===== src/rtl/control_sequencer.sv =====
// control_sequencer
// Hardwired control unit for the single-bus datapath. Fetches an instruction
// (T0-T2), then steps operand reads, the ALU operation and writeback (T3-T6).
// Every datapath enable/select is a Moore decode of the state register and
// IR_Data. The only exception is MDR_enable, which follows mem_ready in T1.
//
// Optional feature: define CU_MEM_TIMEOUT_EN to add a T1 read-wait watchdog.
// The watchdog halts the sequencer and raises mem_timeout after MEM_WAIT_MAX
// cycles without mem_ready.
//
// Ports:
//   clk             system clock, rising edge
//   clr             asynchronous active-low reset
//   IR_Data         instruction register (op[31:27] Ra[26:23] Rb[22:19] Rc[18:15])
//   mem_ready       memory read data valid this cycle
//   gpr_enable      one-hot r0-r15 load enables
//   gpr_select      one-hot r0-r15 bus-source selects
//   *_enable        special register loads
//   *_select        special register bus-source selects
//   MDR_read        MDR input mux (1 = memory, 0 = bus)
//   mem_read        memory read request (address = MAR)
//   alu_instruction ALU opcode
//   halted          sequencer stopped
//   illegal_op      sticky, undefined opcode decoded
//   mem_timeout     sticky, read timed out (0 when the watchdog is not built)
module control_sequencer #(
  parameter int MEM_WAIT_MAX = 16
) (
  input  logic        clk,
  input  logic        clr,
  input  logic [31:0] IR_Data,
  input  logic        mem_ready,
  output logic [15:0] gpr_enable,
  output logic [15:0] gpr_select,
  output logic        PC_enable,
  output logic        IR_enable,
  output logic        Y_enable,
  output logic        Z_enable,
  output logic        MAR_enable,
  output logic        MDR_enable,
  output logic        HI_enable,
  output logic        LO_enable,
  output logic        PC_select,
  output logic        MDR_out_select,
  output logic        Z_HI_select,
  output logic        Z_LO_select,
  output logic        MDR_read,
  output logic        mem_read,
  output logic [4:0]  alu_instruction,
  output logic        halted,
  output logic        illegal_op,
  output logic        mem_timeout
);

  typedef enum logic [3:0] {
    S_RST  = 4'd0,
    T0     = 4'd1,
    T1     = 4'd2,
    T2     = 4'd3,
    T3     = 4'd4,
    T4     = 4'd5,
    T5     = 4'd6,
    T6     = 4'd7,
    S_HALT = 4'd8
  } state_t;

  localparam logic [4:0] OP_LAST_ALU = 5'h0C;
  localparam logic [4:0] OP_MUL      = 5'h09;
  localparam logic [4:0] OP_DIV      = 5'h0A;
  localparam logic [4:0] OP_NEG      = 5'h0B;
  localparam logic [4:0] OP_NOT      = 5'h0C;
  localparam logic [4:0] OP_NOP      = 5'h18;
  localparam logic [4:0] OP_HALT     = 5'h19;

  state_t      state_r;
  state_t      state_s;
  logic        t1_wait_r;
  logic        illegal_r;
  logic        illegal_set_s;
  logic        wait_expired_s;
  logic [4:0]  opcode_s;
  logic [3:0]  ra_s;
  logic [3:0]  rb_s;
  logic [3:0]  rc_s;
  logic        is_muldiv_s;
  logic        is_unary_s;
  logic        is_legal_s;
  logic        unused_ir_s;

  function automatic logic [15:0] reg_onehot(input logic [3:0] idx);
    reg_onehot = 16'h0001 << idx;
  endfunction

  assign opcode_s    = IR_Data[31:27];
  assign ra_s        = IR_Data[26:23];
  assign rb_s        = IR_Data[22:19];
  assign rc_s        = IR_Data[18:15];
  assign unused_ir_s = ^IR_Data[14:0];

  assign is_muldiv_s = (opcode_s == OP_MUL) || (opcode_s == OP_DIV);
  assign is_unary_s  = (opcode_s == OP_NEG) || (opcode_s == OP_NOT);
  assign is_legal_s  = (opcode_s <= OP_LAST_ALU) || (opcode_s == OP_NOP) ||
                       (opcode_s == OP_HALT);

`ifdef CU_MEM_TIMEOUT_EN
  logic [4:0] wait_cnt_r;
  logic       timeout_r;

  // Read-wait counter: held at zero outside T1, so every T1 entry starts at 0.
  always_ff @(posedge clk or negedge clr) begin
    if (!clr) begin
      wait_cnt_r <= 5'd0;
    end else if (state_r != T1) begin
      wait_cnt_r <= 5'd0;
    end else if (wait_cnt_r != 5'd31) begin
      wait_cnt_r <= wait_cnt_r + 5'd1;
    end
  end

  // Count value k means this is the (k+1)th cycle spent in T1.
  assign wait_expired_s = (state_r == T1) && !mem_ready &&
                          (wait_cnt_r == 5'(MEM_WAIT_MAX - 1));

  // Sticky timeout flag.
  always_ff @(posedge clk or negedge clr) begin
    if (!clr) begin
      timeout_r <= 1'b0;
    end else begin
      timeout_r <= timeout_r | wait_expired_s;
    end
  end

  assign mem_timeout = timeout_r;
`else
  localparam int unused_wait_max = MEM_WAIT_MAX;
  assign wait_expired_s = 1'b0;
  assign mem_timeout    = 1'b0;
`endif

  // State register plus a marker for cycles after the first one in T1.
  always_ff @(posedge clk or negedge clr) begin
    if (!clr) begin
      state_r   <= S_RST;
      t1_wait_r <= 1'b0;
    end else begin
      state_r   <= state_s;
      t1_wait_r <= (state_r == T1) && (state_s == T1);
    end
  end

  // Sticky illegal-opcode flag.
  always_ff @(posedge clk or negedge clr) begin
    if (!clr) begin
      illegal_r <= 1'b0;
    end else begin
      illegal_r <= illegal_r | illegal_set_s;
    end
  end

  // Next-state decode; IR_Data is only consulted from T3 onward.
  always_comb begin
    state_s       = state_r;
    illegal_set_s = 1'b0;
    case (state_r)
      S_RST: state_s = T0;
      T0:    state_s = T1;
      T1: begin
        if (mem_ready) begin
          state_s = T2;
        end else if (wait_expired_s) begin
          state_s = S_HALT;
        end else begin
          state_s = T1;
        end
      end
      T2:    state_s = T3;
      T3: begin
        if (opcode_s == OP_NOP) begin
          state_s = T0;
        end else if (opcode_s == OP_HALT) begin
          state_s = S_HALT;
        end else if (!is_legal_s) begin
          state_s       = S_HALT;
          illegal_set_s = 1'b1;
        end else begin
          state_s = T4;
        end
      end
      T4:    state_s = T5;
      T5: begin
        if (is_muldiv_s) begin
          state_s = T6;
        end else begin
          state_s = T0;
        end
      end
      T6:     state_s = T0;
      S_HALT: state_s = S_HALT;
      default: state_s = S_RST;
    endcase
  end

  // Moore output decode; exactly one bus source is driven in T0-T6.
  always_comb begin
    gpr_enable      = 16'h0000;
    gpr_select      = 16'h0000;
    PC_enable       = 1'b0;
    IR_enable       = 1'b0;
    Y_enable        = 1'b0;
    Z_enable        = 1'b0;
    MAR_enable      = 1'b0;
    MDR_enable      = 1'b0;
    HI_enable       = 1'b0;
    LO_enable       = 1'b0;
    PC_select       = 1'b0;
    MDR_out_select  = 1'b0;
    Z_HI_select     = 1'b0;
    Z_LO_select     = 1'b0;
    MDR_read        = 1'b0;
    mem_read        = 1'b0;
    alu_instruction = 5'h00;
    halted          = 1'b0;
    case (state_r)
      T0: begin
        PC_select       = 1'b1;
        MAR_enable      = 1'b1;
        Z_enable        = 1'b1;
        alu_instruction = 5'h1F;
      end
      T1: begin
        Z_LO_select = 1'b1;
        PC_enable   = !t1_wait_r;
        mem_read    = 1'b1;
        MDR_read    = 1'b1;
        MDR_enable  = mem_ready;
      end
      T2: begin
        MDR_out_select = 1'b1;
        IR_enable      = 1'b1;
      end
      T3: begin
        gpr_select = reg_onehot(rb_s);
        Y_enable   = 1'b1;
      end
      T4: begin
        if (is_unary_s) begin
          gpr_select = reg_onehot(rb_s);
        end else begin
          gpr_select = reg_onehot(rc_s);
        end
        Z_enable        = 1'b1;
        alu_instruction = opcode_s;
      end
      T5: begin
        Z_LO_select = 1'b1;
        if (is_muldiv_s) begin
          LO_enable = 1'b1;
        end else begin
          gpr_enable = reg_onehot(ra_s);
        end
      end
      T6: begin
        Z_HI_select = 1'b1;
        HI_enable   = 1'b1;
      end
      S_HALT: halted = 1'b1;
      default: begin
      end
    endcase
  end

  assign illegal_op = illegal_r;

endmodule


===== config.mk =====
export PLATFORM = sky130hd
export DESIGN_NAME = control_sequencer
export DESIGN_NICKNAME = d
export VERILOG_FILES = /design/src/rtl/control_sequencer.sv
export SDC_FILE = /design/constraint.sdc
export NUM_CORES = 1
export LEC_CHECK = 0
export ABC_AREA = 1
export BUFFER_PORTS_ARGS = -buffer_cell sky130_fd_sc_hd__buf_2
export CAP_MARGIN = 10
export CELL_PAD_IN_SITES_DETAIL_PLACEMENT = 1
export CELL_PAD_IN_SITES_GLOBAL_PLACEMENT = 1
export CORE_MARGIN = 4
export CORE_UTILIZATION = 25
export DETAILED_ROUTE_END_ITERATION = 8
export PLACE_DENSITY_LB_ADDON = 0.1
export SYNTH_ARGS = -nofsm -noshare
export SYNTH_HDL_FRONTEND = slang
export SYNTH_SLANG_ARGS = --single-unit

===== constraint.sdc =====
create_clock -name clk -period 2.1 [get_ports clk]
set_input_delay 0.42 -clock clk [delete_from_list [all_inputs] [get_ports clk]]
set_output_delay 0.42 -clock clk [all_outputs]
set_load 0.01 [all_outputs]

==> out/qor.yml, run 1 <==
sta:
  setup_violations: 0
  fin_crit_ns: 1.99
  grt_setup_unrepaired: "yes"
  skew_ns: 0.00267
  whs_ns: 0.0164
  max_freq_mhz: 503
  hold_violations: 0
  min_period_over_period: 0.947
  maxSlewViolCount: 0
yosys:
  synthTopCellsByCount: "nor2_1, inv_1, nand2_1, nand3_1, nor3_1"
  syn-num-nets: 233
  synthAdderAreaFrac: 0
  syn_area_per_cell_um2: 5.38
  netlist_area_um2: 1070
  synthArstFlopShare: 1.00
  synth_top_area_cell: "dfrtp_1"
  synth_flop_cell: "dfrtp_1"
  synth_edf_count: 0
  ys_ff_latch: 6
  seq_area_frac_synth: 0.141
  post_synth_and_or_nand_nor_area_fraction: 0.539
  synth_area_leaders: "dfrtp_1, nor2_1, inv_1"
  synthMuxAreaShare: 0
  synthXorXnorAreaFrac: 0
  synth_cell_types: 24
  yosys.cell_count.top_type: "nor2_1"
  netlist_instances: 198
  post-synth-top-area-fraction: 0.141
  synth_compound_area_frac: 0.0892
  yosys_warnings: 0
  synth_top_family_by_area: "simple AND/OR/NAND/NOR gates"
power_and_ir_drop:
  ir_worst_vdd_mv: 0.403
  p_per_area_nw_per_um2: 756
  p_leak_uw: 0.000902
  finalPower_uw: 1110
route:
  wl_um: 3780
  first_iter_violations: 47
  firstDrtPassIters: 6
  via_count: 1452
  route.detailed.drc: 0
  vias_per_cell: 4.64
  wl_per_cell_um: 12.1
  ant_nets: 0
clock_network:
  insertion_delay_ns: 0.22
  cts_setup_buffers: 0
  clock_path_buffers: 2
  cts_root_buffer: "clkbuf_8"
  clk_pin_slew_ns: 0.04
  cts_tree: "done"
  ctsHtreeMaxLevel: 1
  hold_buffers: 0
  cts_made_buffers: 3
  clock_sinks: 6
worst_setup_path:
  critPathMaxStageDelay_ns: 0.43
  cp.arrival_ns: 1.57
  crit_path_cell_trace: "inv_2 -> nand2_2 -> nor2_4 -> and3_4 -> nand3_1 -> o21ai_1 -> buf_2"
  crit_cells: 7
  end_kind: "output pin"
  crit_required_ns: 1.68
  cp_slowest_cell: "dfrtp_2"
  crit_family: "simple AND/OR/NAND/NOR gates"
  r2r.worst_path.cells: 7
  crit_path_start_kind: "register"
  crit_fanout: 16
  cp_num_buf_inv: 2
  critical_path_class: "register to output pin"
grt:
  overflow: 0
  grt_usage: 0.151
  grt_pass1_vias: 1499
  grt_pass1_wl_um: 6640
  antenna_found_initial: 0
  grt_max_degree: 17
die:
  rows: 23
  die_area_um2: 5370
  die_height_um: 73.3
  io-pin-count: 89
  core_area_um2: 4060
  start_util: 0.263
  fp.dieW_um: 73.3
final_layout:
  multi_input_area_um2: 696
  fill_cells: 583
  final_nets: 300
  area_delta_synth_final_pct: 37.9
  regArea_um2: 153
  antenna_cells: 0
  drive_gt1_frac: 0.361
placed_design:
  hpwl_um: 3180
  io_buffer_count: 72
  gp_congestion: 0.773
flow_run:
  max-cap-violations: 0
outcome:
  outcome: "completed"
worst_hold_path:
  hold_path_class: "primary input to asynchronous set/reset pin"
==> cells by family after synthesis <==
group,count (synthesis)
compound gates,18
simple gates,125
flops,6
buf+inv,48
other cells,1
==> routing by layer <==
metal,share of wire,GRT usage,vias up
met5,0,0,-
met4,0.0074,0.0423,0
met3,0.081,0.0287,4
met2,0.42,0.233,60
met1,0.49,0.214,634
li1,-,-,754
==> power by group <==
group	leakage, µW	internal [µW]	switching [µW]	total (µW)
Clock	0.0000216	123	48.8	172
Combinational	0.000808	267	461	728
Sequential	0.0000726	168	43.9	212
Total	0.000902	558	554	1110
==> worst paths after layout <==
kind,from,endpoint,slack (ns)
worst max-delay path,state_r[1],gpr_select[3],0.11
worst min-delay path,clr,t1_wait_r,0.02
worst max register to register,state_r[2],t1_wait_r,0.69
worst min register to register,illegal_op,illegal_op,0.47
min in group clk,illegal_op,illegal_op,0.47
max in group asynchronous,clr,state_r[0],1.93
==> registers in the layout, indices dropped and copies added, names as in the netlist <==
register    count
state_r         4
illegal_op      1
t1_wait_r       1
==> repair_timing <==
action | CTS | global route
setup endpoints to repair | 16 | 32
resized for setup | 2 | 13
pin swaps | 0 | 2
cloned | 0 | 0
==> cell type report <==
class	instances	area share
Tap cell	50	0.0426
Clock buffer	3	0.0281
Timing Repair Buffer	75	0.263
Sequential cell	6	0.104
Multi-Input combinational cell	144	0.473
Inverter	35	0.0894
==> placed cells by master (no fill, tap or decap), types with 2 or more instances in the layout <==
cell type | netlist | layout
clkbuf_8 | 0 | 3
dfrtp_2 | 0 | 2
nor2_2 | 2 | 6
nand4_1 | 9 | 9
inv_1 | 34 | 33
o21ai_1 | 4 | 6
nand2_2 | 2 | 5
buf_2 | 0 | 72
buf_4 | 8 | 2
nor2_1 | 39 | 35
nor3_1 | 12 | 12
nand3b_1 | 6 | 6
o21ai_0 | 7 | 5
nand2_1 | 33 | 30
nand3_1 | 20 | 20
a21oi_1 | 5 | 5
dfrtp_1 | 6 | 4
inv_2 | 1 | 2
==> metrics by stage <==
stage                     worst slack [ns]  TNS, ns  instance area, µm²   util  instances
after global placement              0.0265        0                1400  0.345        310
after global routing               -0.0211  -0.0329                1470  0.362        313
final                                0.111        0                1470  0.362        313
after floorplan                      0.422        0                1070      -        198
after detailed placement           0.00949        0                1400  0.345        310
after CTS                           0.0208        0                1450  0.356        313
(Power assumes the default switching activity.)
==> inputs of run 2 (changes only) <==
Settings changed: CORE_UTILIZATION 25 to 23.
Clock period 2.1 ns to 2.26 ns, I/O delays scaled along.
==> run 2 against run 1 <==
Effect of this change: critical path depth did not move; clock power down 4%; sequential power is 9.9% lower; flip-flop and latch count stayed put; worst setup slack gained 0.090 ns.
==> out/qor.yml, run 2 (synthesis results as in run 1) <==
grt:
  grt_usage: 0.137
  overflow: 0
  grt_max_degree: 17
  antenna_found_initial: 0
  grt_pass1_vias: 1518
  grt_pass1_wl_um: 6980
outcome:
  outcome: "completed"
placed_design:
  gp_congestion: 0.758
  hpwl_um: 3300
  placement.cell_area_um2: 1400
  place_ws_ns: 0.0918
  io_buffer_count: 72
die:
  rows: 24
  die_area_um2: 5790
  core_area_um2: 4410
  io-pin-count: 89
  start_util: 0.241
  fp.dieW_um: 76.1
  die_height_um: 76.1
sta:
  grt_setup_unrepaired: "no"
  fin_setup_tns_ns: 0
  whs_ns: 0.0473
  skew_ns: 0.00265
  min_period_over_period: 0.911
  fin_crit_ns: 2.06
  maxSlewViolCount: 0
  max_freq_mhz: 486
  setup_violations: 0
  hold_violations: 0
  setup_slack_ns: 0.201
worst_setup_path:
  cp_num_buf_inv: 2
  critPathMaxStageDelay_ns: 0.41
  critical_path_class: "register to output pin"
  crit_path_start_kind: "register"
  r2r_slack_ns: 0.84
  crit_path_cell_trace: "inv_2 -> nand2_2 -> nor2_4 -> and3_4 -> nand3_1 -> o21ai_0 -> buf_2"
  cp_slowest_cell: "dfrtp_1"
  cp.arrival_ns: 1.61
  end_kind: "output pin"
  crit_required_ns: 1.81
  crit_fanout: 16
  crit_family: "simple AND/OR/NAND/NOR gates"
clock_network:
  cts_tree: "done"
  hold_buffers: 0
  cts_root_buffer: "clkbuf_8"
  clk_pin_slew_ns: 0.04
  ctsHtreeMaxLevel: 1
  clock_path_buffers: 2
  cts_made_buffers: 3
  clock_sinks: 6
  insertion_delay_ns: 0.23
route:
  ant_nets: 0
  route.detailed.drc: 0
  via_count: 1436
  wl_um: 3930
  first_iter_violations: 65
  wl_per_cell_um: 12.5
  firstDrtPassIters: 4
  vias_per_cell: 4.57
final_layout:
  final_area_um2: 1450
  final_nets: 299
  final_cell_mix: "buf_2, nor2_1, inv_1, nand2_1, nand3_1"
  final_common_cell: "buf_2"
  drive_gt1_frac: 0.332
  area_delta_synth_final_pct: 36.2
  antenna_cells: 0
  regMostFlops: "state_r"
  fill_cells: 634
  largest_register_ffs: 4
power_and_ir_drop:
  ir_worst_vdd_mv: 0.330
  finalPower_uw: 1020
  p_per_area_nw_per_um2: 700
  p_leak_uw: 0.000897
worst_hold_path:
  hold_path_class: "primary input to asynchronous set/reset pin"
flow_run:
  max-cap-violations: 0
[run 2: changes by cell type in the layout (fill, tap and decap cells not counted), moves of 2 or more]
cell and delta:
nor2_2 -3, o21ai_0 +2, dfrtp_1 +2, o21ai_1 -2, dfrtp_2 -2, nand2_2 -2, nor2_1 +3, nand2_1 +2
[run 2: power breakdown]
part	leakage (µW)	internal (µW)	switching (µW)
clock	0.0000216	115	50.7
combinational	0.000801	237	422
sequential	0.0000749	153	38.4
[run 2: worst paths after layout]
| path | from | end | cells past startpoint |
|---|---|---|---|
| min in group clk | illegal_op | illegal_op | 1 |
| hold / removal | clr | t1_wait_r | 1 |
| setup / recovery | state_r[1] | gpr_select[10] | 7 |
| max in group asynchronous | clr | state_r[2] | 1 |
| hold reg to reg | illegal_op | illegal_op | 1 |
| setup reg to reg | state_r[2] | t1_wait_r | 7 |
[run 2: through the flow]
| stage | std cells | util |
|---|---|---|
| floorplan | 198 | - |
| global placement | 311 | 0.316 |
| detailed placement | 311 | 0.316 |
| CTS | 314 | 0.326 |
| global route | 314 | 0.329 |
| finish | 314 | 0.329 |
[run 2: layout make-up]
cell class,count,area [µm²],area share
multi-input cells,144,688,0.474
flip-flops and latches,6,150,0.103
inverters,35,131,0.0905
repair buffers,74,375,0.259
clock buffers,3,41.3,0.0284
well taps,52,65.1,0.0448
[run 2: worst register-to-register path: cells and delay by family, from the launching register on]
family	cells	cell delay, ns
buffers and inverters	2	0.25
DFF	1	0.37
and+or+nand+nor	5	0.67
[run 2: timing repair]
action / CTS / global route
endpoints found under the setup margin: 16 / 15
gates resized for setup: 1 / 4
buffers inserted: 0 / 0
[run 2: per-layer routing]
layer | track usage | wire (µm) | share of wire | vias to the layer above
met3 | 0.0390 | 286 | 0.073 | 4
met4 | 0.0315 | 40 | 0.010 | 0
met1 | 0.178 | 1890 | 0.48 | 628
met2 | 0.224 | 1710 | 0.44 | 50
met5 | 0 | 0 | 0 | -
li1 | - | - | - | 754
==> inputs of run 3 (changes only) <==
Settings changed: ABC_AREA 1 to 0.
==> run 3 against run 2 <==
Effect of this change: the run now ends with setup timing left; synthesized cell count is 31% lower; critical path depth shrank 1; flip-flop and latch count unchanged; count of clock-buffer cells in the layout is the same; cell area increased by 24%; global-route usage is 2.7 points higher; sequential share of layout area fell by 1.9 points; first-iteration DRC count down 32%; combinational power grew 41%; fmax fell by 10%; critical endpoint is now gpr_select[5]; highest routed layer unchanged.
==> out/qor.yml, run 3 <==
die:
  core_area_um2: 4030
  die_height_um: 73.0
  rows: 23
  start_util: 0.241
  die_area_um2: 5320
  io-pin-count: 89
  fp.dieW_um: 73.0
yosys:
  ys_ff_latch: 6
  netlist_area_um2: 971
  synth_edf_count: 0
  syn-num-nets: 171
  post-synth-top-area-fraction: 0.155
  synth_area_leaders: "dfrtp_1, o32ai_1, nand2b_1"
  netlist_instances: 136
  synthArstFlopShare: 1.00
  seq_area_frac_synth: 0.155
  syn_area_per_cell_um2: 7.14
  synth_cell_types: 41
  synth_top_area_cell: "dfrtp_1"
  synth_flop_cell: "dfrtp_1"
  yosys.cell_count.top_type: "nor2_1"
  synthTopCellsByCount: "nor2_1, nand2b_1, o32ai_1, nor3_1"
  yosys_warnings: 0
final_layout:
  post-route-util: 0.448
  area_delta_synth_final_pct: 85.7
  drive_gt1_frac: 0.647
  instances_no_fill: 274
  final_cell_mix: "buf_2, buf_4, nor2_1, o32ai_2, nand2b_1"
  final_area_um2: 1800
  final_common_cell: "buf_2"
  regMostFlops: "state_r"
  antenna_cells: 0
  final_nets: 261
  largest_register_ffs: 4
worst_setup_path:
  end_kind: "output pin"
  crit_fanout: 8
  crit_required_ns: 1.81
  crit_path_start_kind: "primary input"
  critical_path_class: "primary input to output pin"
  cp.arrival_ns: 1.85
power_and_ir_drop:
  finalPower_uw: 1290
  p_per_area_nw_per_um2: 716
  p_leak_uw: 0.000838
  ir_worst_vdd_mv: 0.498
sta:
  setup_slack_ns: -0.0371
  hold_violations: 0
  setup_violations: 5
  min_period_over_period: 1.02
  skew_ns: 0.000955
  fin_crit_ns: 2.30
  max_freq_mhz: 435
  maxSlewViolCount: 0
  grt_setup_unrepaired: "yes"
  fin_setup_tns_ns: -0.0986
placed_design:
  dp_cells: 261
  gp_congestion: 0.869
  placement.cell_area_um2: 1420
  io_buffer_count: 72
  hpwl_um: 3560
route:
  route.detailed.drc: 0
  wl_um: 4580
  vias_per_cell: 5.22
  wl_per_cell_um: 16.7
  first_iter_violations: 44
  ant_nets: 0
  firstDrtPassIters: 4
  via_count: 1429
clock_network:
  clock_sinks: 6
  cts_tree: "done"
  cts_made_buffers: 3
  hold_buffers: 0
  ctsHtreeMaxLevel: 1
  clk_pin_slew_ns: 0.04
  clock_path_buffers: 2
  cts_root_buffer: "clkbuf_8"
  insertion_delay_ns: 0.22
grt:
  overflow: 0
  grt_max_degree: 14
  grt_usage: 0.164
  grt_pass1_wl_um: 7140
  antenna_found_initial: 0
  grt_pass1_vias: 1472
outcome:
  violations: "setup timing"
  outcome: "finished with violations"
flow_run:
  max-cap-violations: 0
worst_hold_path:
  hold_path_class: "primary input to asynchronous set/reset pin"
[run 3: layout make-up]
class	instances	area, µm²
repair buffers	93	554
fillers	512	2230
well taps	50	62.6
flip-flops and latches	6	151
inverters	8	32.5
multi-input cells	114	961
clock buffers	3	41.3
[run 3: final timing paths]
check | startpoint | depth (start not counted) | endpoint | slack, ns
setup / recovery | IR_Data[28] | 6 | gpr_select[5] | -0.04
hold / removal | clr | 1 | illegal_op | 0.05
setup reg to reg | state_r[0] | 5 | state_r[2] | 0.59
hold reg to reg | illegal_op | 1 | illegal_op | 0.47
max in group asynchronous | clr | 1 | state_r[0] | 2.05
min in group clk | mem_ready | 2 | t1_wait_r | 0.43
[run 3: critical path, cell delays in order]
cell and delay [ns]:
buf_8 0.10, or3b_4 0.41, a21oi_4 0.28, a21oi_4 0.17, o32ai_2 0.27, buf_2 0.17
[run 3: cell families (layout without fill, tap and decap cells)]
| logic type | Yosys count | count (layout) | share of synthesized area |
|---|---|---|---|
| and+or+nand+nor | 75 | 75 | 0.447 |
| AOI/OAI and AO/OA | 36 | 37 | 0.291 |
| buffers and inverters | 17 | 104 | 0.0941 |
| DFF | 6 | 6 | 0.155 |
| other | 1 | 1 | 0.00386 |
| xor gates and xnor gates | 1 | 1 | 0.00902 |
[run 3: stage by stage]
stage | hold WS (ns) | setup slack [ns]
2_1_floorplan | 0.156 | 0.125
3_3_place_gp | 0.284 | -0.0537
3_5_place_dp | 0.284 | -0.125
4_1_cts | 0.0469 | -0.0370
5_1_grt | 0.0547 | -0.0803
6_report | 0.0487 | -0.0371
[run 3: routing by layer]
metal	wire, µm	part of all wire	up-vias	track usage
met5	0	0	-	0
met3	176	0.038	6	0.0193
li1	-	-	689	-
met1	1750	0.38	695	0.183
met2	2610	0.57	39	0.326
met4	37	0.0081	0	0.0369
[run 3: power by group]
group / switching [µW] / internal [µW] / leakage [µW]
clock network: 45.6 / 114 / 0.0000216
logic: 502 / 429 / 0.000743
registers: 48.5 / 151 / 0.0000738
[run 3: what timing repair did]
item                                    CTS  global route
setup buffers                             4             5
endpoints found under the setup margin   24            25
cloned                                    1             0
pin swaps                                13            18
resized for setup                        21            27
